File: src/rtl/piece_lock_writer.sv
// piece_lock_writer
// Writes a landed tetromino's cells into board memory. It then hands the
// board to the line clearer and reports completion with a one-cycle pulse.
//
// Ports:
//   clk, rst       clock; asynchronous active-low reset
//   lock           piece-landed request (accepted only while idle)
//   piece_x/_y     anchor column/row of the 4x4 shape window
//   shape          4x4 bitmap; bit i -> window row i[3:2], column i[1:0]
//   color          cell value; 0 is written as 1 so cells read as occupied
//   clr_done       line clearer "cleared"
//   clr_en         line clearer "en", held until clr_done is seen
//   we/addr/data_out  board memory write port (addr = row*10 + col)
//   mem_sel        memory mux select, high while scanning the shape
//   busy           high whenever not idle
//   done           one-cycle completion pulse
//   oob_err        sticky: a set shape bit landed off the board
//   top_out        sticky: a cell was written in the spawn rows
module piece_lock_writer #(
   parameter int BOARD_W  = 10,
   parameter int BOARD_H  = 20,
   parameter int TOP_ROWS = 2
) (
   input  logic        clk,
   input  logic        rst,
   input  logic        lock,
   input  logic [3:0]  piece_x,
   input  logic [4:0]  piece_y,
   input  logic [15:0] shape,
   input  logic [7:0]  color,
   input  logic        clr_done,
   output logic        clr_en,
   output logic        we,
   output logic [7:0]  addr,
   output logic [7:0]  data_out,
   output logic        mem_sel,
   output logic        busy,
   output logic        done,
   output logic        oob_err,
   output logic        top_out
);

   localparam logic [5:0] BOARD_W6  = 6'(BOARD_W);
   localparam logic [5:0] BOARD_H6  = 6'(BOARD_H);
   localparam logic [5:0] TOP_ROWS6 = 6'(TOP_ROWS);

   typedef enum logic [1:0] {ST_IDLE, ST_SCAN, ST_CLEAR, ST_DONE} state_t;

   state_t      state_reg, state_next;
   logic [3:0]  idx_reg, idx_next;
   logic [3:0]  x_reg;
   logic [4:0]  y_reg;
   logic [15:0] shape_reg;
   logic [7:0]  color_reg;
   logic        clr_armed_reg;
   logic        oob_reg;
   logic        top_reg;

   // Current cell under the scan index. Six bits hold the largest sums
   // (31+3 rows, 15+3 columns) without wrapping back onto the board.
   logic [5:0] row;
   logic [5:0] col;
   logic       cell_set;
   logic       in_bounds;
   logic       cell_write;
   logic [7:0] cell_addr;

   assign row        = {1'b0, y_reg} + {4'b0000, idx_reg[3:2]};
   assign col        = {2'b00, x_reg} + {4'b0000, idx_reg[1:0]};
   assign cell_set   = shape_reg[idx_reg];
   assign in_bounds  = (col < BOARD_W6) && (row < BOARD_H6);
   assign cell_write = (state_reg == ST_SCAN) && cell_set && in_bounds;
   assign cell_addr  = 8'({row, 3'b000}) + 8'({row, 1'b0}) + 8'(col);

   assign oob_err = oob_reg;
   assign top_out = top_reg;

   always_comb begin
      state_next = state_reg;
      idx_next   = idx_reg;
      clr_en     = 1'b0;
      we         = 1'b0;
      addr       = 8'd0;
      data_out   = 8'd0;
      mem_sel    = 1'b0;
      busy       = 1'b1;
      done       = 1'b0;
      case (state_reg)
         ST_IDLE: begin
            busy = 1'b0;
            if (lock) begin
               state_next = ST_SCAN;
               idx_next   = 4'd0;
            end
         end
         ST_SCAN: begin
            mem_sel = 1'b1;
            if (cell_write) begin
               we       = 1'b1;
               addr     = cell_addr;
               data_out = color_reg;
            end
            idx_next = idx_reg + 4'd1;
            if (idx_reg == 4'd15) begin
               state_next = ST_CLEAR;
            end
         end
         ST_CLEAR: begin
            clr_en = 1'b1;
            // A cleared level left over from the previous pass is ignored
            // until the clearer has seen en for a full cycle.
            if (clr_armed_reg && clr_done) begin
               state_next = ST_DONE;
            end
         end
         ST_DONE: begin
            done       = 1'b1;
            state_next = ST_IDLE;
         end
         default: begin
            state_next = ST_IDLE;
         end
      endcase
   end

   always_ff @(posedge clk or negedge rst) begin
      if (!rst) begin
         state_reg     <= ST_IDLE;
         idx_reg       <= 4'd0;
         x_reg         <= 4'd0;
         y_reg         <= 5'd0;
         shape_reg     <= 16'd0;
         color_reg     <= 8'd0;
         clr_armed_reg <= 1'b0;
         oob_reg       <= 1'b0;
         top_reg       <= 1'b0;
      end else begin
         state_reg     <= state_next;
         idx_reg       <= idx_next;
         clr_armed_reg <= (state_reg == ST_CLEAR);
         if (state_reg == ST_IDLE && lock) begin
            x_reg     <= piece_x;
            y_reg     <= piece_y;
            shape_reg <= shape;
            color_reg <= (color == 8'd0) ? 8'd1 : color;
            oob_reg   <= 1'b0;
            top_reg   <= 1'b0;
         end else begin
            if (state_reg == ST_SCAN && cell_set && !in_bounds) begin
               oob_reg <= 1'b1;
            end
            if (cell_write && row < TOP_ROWS6) begin
               top_reg <= 1'b1;
            end
         end
      end
   end

endmodule

File: config.mk
export PLATFORM = sky130hd
export DESIGN_NAME = piece_lock_writer
export DESIGN_NICKNAME = d
export VERILOG_FILES = /design/src/rtl/piece_lock_writer.sv
export SDC_FILE = /design/constraint.sdc
export NUM_CORES = 1
export LEC_CHECK = 0
export ABC_AREA = 1
export CAP_MARGIN = 20
export CORE_ASPECT_RATIO = 0.7
export CORE_MARGIN = 2
export CORE_UTILIZATION = 25
export CTS_BUF_LIST = sky130_fd_sc_hd__clkbuf_16
export CTS_CLUSTER_DIAMETER = 120
export CTS_CLUSTER_SIZE = 8
export DETAILED_ROUTE_END_ITERATION = 10
export GPL_TIMING_DRIVEN = 0
export SLEW_MARGIN = 20
export SYNTH_ARGS = -nofsm -noshare
export SYNTH_HDL_FRONTEND = slang
export SYNTH_SLANG_ARGS = --single-unit
File: constraint.sdc
create_clock -name clk -period 6 [get_ports clk]
set_clock_uncertainty 0.2 [all_clocks]
set_input_delay 1.2 -clock clk [delete_from_list [all_inputs] [get_ports clk]]
set_output_delay 1.2 -clock clk [all_outputs]
set_load 0.1 [all_outputs]
==> metrics <==
status completed; GRT Residual Overflow 0; share of the synthesized area in the top cell type 39.7%; Port Buf Inserts 59; sequence of cells on the critical path ha_1, fa_1, xnor2_2, xor2_1, inv_1, ha_1, inv_1, fa_1, xor2_1, nor2_4, clkdlybuf4s50_1; Synth Warn # 0; first-pass GRT wire length 11,100 um; filler instances 1,087; Mapped Nets 390; DRC 0; initial antenna violation count 0; Synth Instances 331; number of distinct library cells after synthesis 34; Setup WS pre-CTS 0.302 ns; crit path time final 5.74 ns; DR vias/cell 4.30; Post-CTS Hold Buffers 0; Async S/R FF share, synth 100%; post-CTS setup repair buffer count 0; Setup TNS 0 ns; Synth Cell Area 2650 sq um; layout cells sized above 1 8.52%; setup ws final 0.261 ns; CP max FO 8; CTS buffer count 5; vias in the first global route 2,257; Critical Path Max Stage Delay 1.12 ns; Area growth syn-to-layout 34.5%; fin crit share 95.7%; worst slew pin tran 0.974 ns; CP Capture Type primary output; CP Data Required Time 4.60 ns; Bufs and invs on worst path 3; Final Hold Viols 0; Hold Slack 0.281 ns; Max Cap Viol 0; routability congestion estimate 0.820; post-synthesis sequential area ratio 39.7%; Fmax 174 MHz; Rows 31; Critical Path AT 4.34 ns; DIE AREA 11,400 sq um; cell taking the most area after synthesis dfrtp_1; TritonCTS clock tree yes; # diodes 0; CP max stage cell clkdlybuf4s50_1; Starting DRT DRC Count 106; Worst Hold Class register to register; Placeable Area 10,300 sq um; chip width 127 um; DRT Wirelength 6630 um; Post-synth EDFFs 0; via count 2,282; Main synth FF type dfrtp_1; Synth area leaders dfrtp_1 (40%), nand2_1 (14%), ha_1 (9.0%); initial core utilization 25.6%; CTS clock-pin slew for the worst setup and hold paths 0.06 ns; Die H 90.1 um; Clock Latency Late Sink 0.29 ns; post-route ant nets 0; synthesis-stage register bit count 42; hpwl dp 5150 um; DP Area 3420 sq um; crit-path leading delay family adder cells; global-route usage over all layers 12.3%; Syn Area/Cell 7.99 sq um; H-tree lvl count 2; num ports 60; Max transition margin 34.8%; Root Driver clkbuf_16; Final Max Tran Viols 0; largest net degree at the start of global routing 28; RSZ-0062 raised after global routing no; number of flip-flops under the largest register name 16; Clock Sinks 42; clk buf depth 2; DR pass1 iterations 4; NumNets Final 457; crit start category register; Final Cell Area 3560 sq um; CP Class register to primary output; Finish-stage setup viols 0; WL per Instance 12.5 um
## cell usage in the layout, fill, tap and decap left out, types with 2 or more instances in the layout
cell / count
dlymetal6s2s_1: 2
buf_12: 2
clkbuf_16: 5
clkdlybuf4s50_1: 55
clkbuf_1: 6
nor2_4: 12
inv_2: 4
xor2_1: 5
nand3_1: 20
inv_1: 45
nand2_2: 3
dfrtp_1: 42
o21bai_1: 3
nor2_1: 15
o21ai_0: 24
nor3_1: 4
fa_1: 3
and2_1: 2
ha_1: 19
a21oi_1: 12
clkinv_1: 2
nand2_1: 96
## Yosys cell counts, types with 3 or more instances
cell type and number:
nor2_4 12, o21ai_0 24, a21oi_1 12, nand2_2 3, fa_1 3, clkbuf_1 6
ha_1 19, inv_1 44, xor2_1 5, o21bai_1 3, nand3_1 20, dfrtp_1 42
nor2_1 15, inv_2 4, nor3_1 4, nand2_1 96
## logic make-up after synthesis
kind of cell    synth area share [%]
fa+ha+maj                       11.3
flops                           39.7
simple gates                    28.4
buf+inv                         9.12
xor+xnor                        2.60
compound gates                  8.94
## area by class of cell
type | count | area, sq um | area share [%]
Buffer | 9 | 57.6 | 1.62
Clock buffer | 5 | 125 | 3.52
Clock inverter | 3 | 12.5 | 0.352
Inverter | 49 | 184 | 5.17
Multi-Input combinational cell | 231 | 1350 | 38.0
Sequential cell | 42 | 1050 | 29.5
Tap cell | 132 | 165 | 4.64
Timing Repair Buffer | 60 | 609 | 17.1
## worst register-to-register path, cell delays in order, from the launching register on
cell	delay, ns
dfrtp_1	0.51
ha_1	0.30
fa_1	0.44
xnor2_2	0.34
nand3_1	0.12
nand2_1	0.07
inv_1	0.07
nor2_4	0.14
nand3_1	0.14
a21oi_1	0.15
## metal layers
layer	global-route usage (%)	part of all wire, %	vias to the layer above
met5	0	0	-
met4	3.21	1.3	0
met2	17.1	40	73
li1	-	-	1173
met1	18.4	51	1028
met3	3.63	7.3	8
## metrics by stage
stage,std cells,utilization [%]
CTS,531,34.4
global route,531,34.5
detailed placement,523,33.1
global placement,522,33.0
finish,531,34.5
floorplan,331,-
## what timing repair did
action / 4_1_cts / 5_1_grt
resized for setup: 1 / 2
pin swaps: 0 / 0
setup endpoints to repair: 1 / 2
## final timing paths
path,from,endpoint,slack (ns),cells after the start
setup / recovery,idx_reg[2],addr[4],0.26,11
hold / removal,shape_reg[12],shape_reg[12],0.28,2
setup reg to reg,idx_reg[2],top_out,3.47,9
hold reg to reg,shape_reg[12],shape_reg[12],0.28,2
max in group asynchronous,rst,color_reg[5],4.50,2
min in group asynchronous,rst,state_reg[0],0.62,1
Power is left out: the tool's default activity adds up to more than one toggle a clock period on the data nets, which glitch-free logic cannot reach.
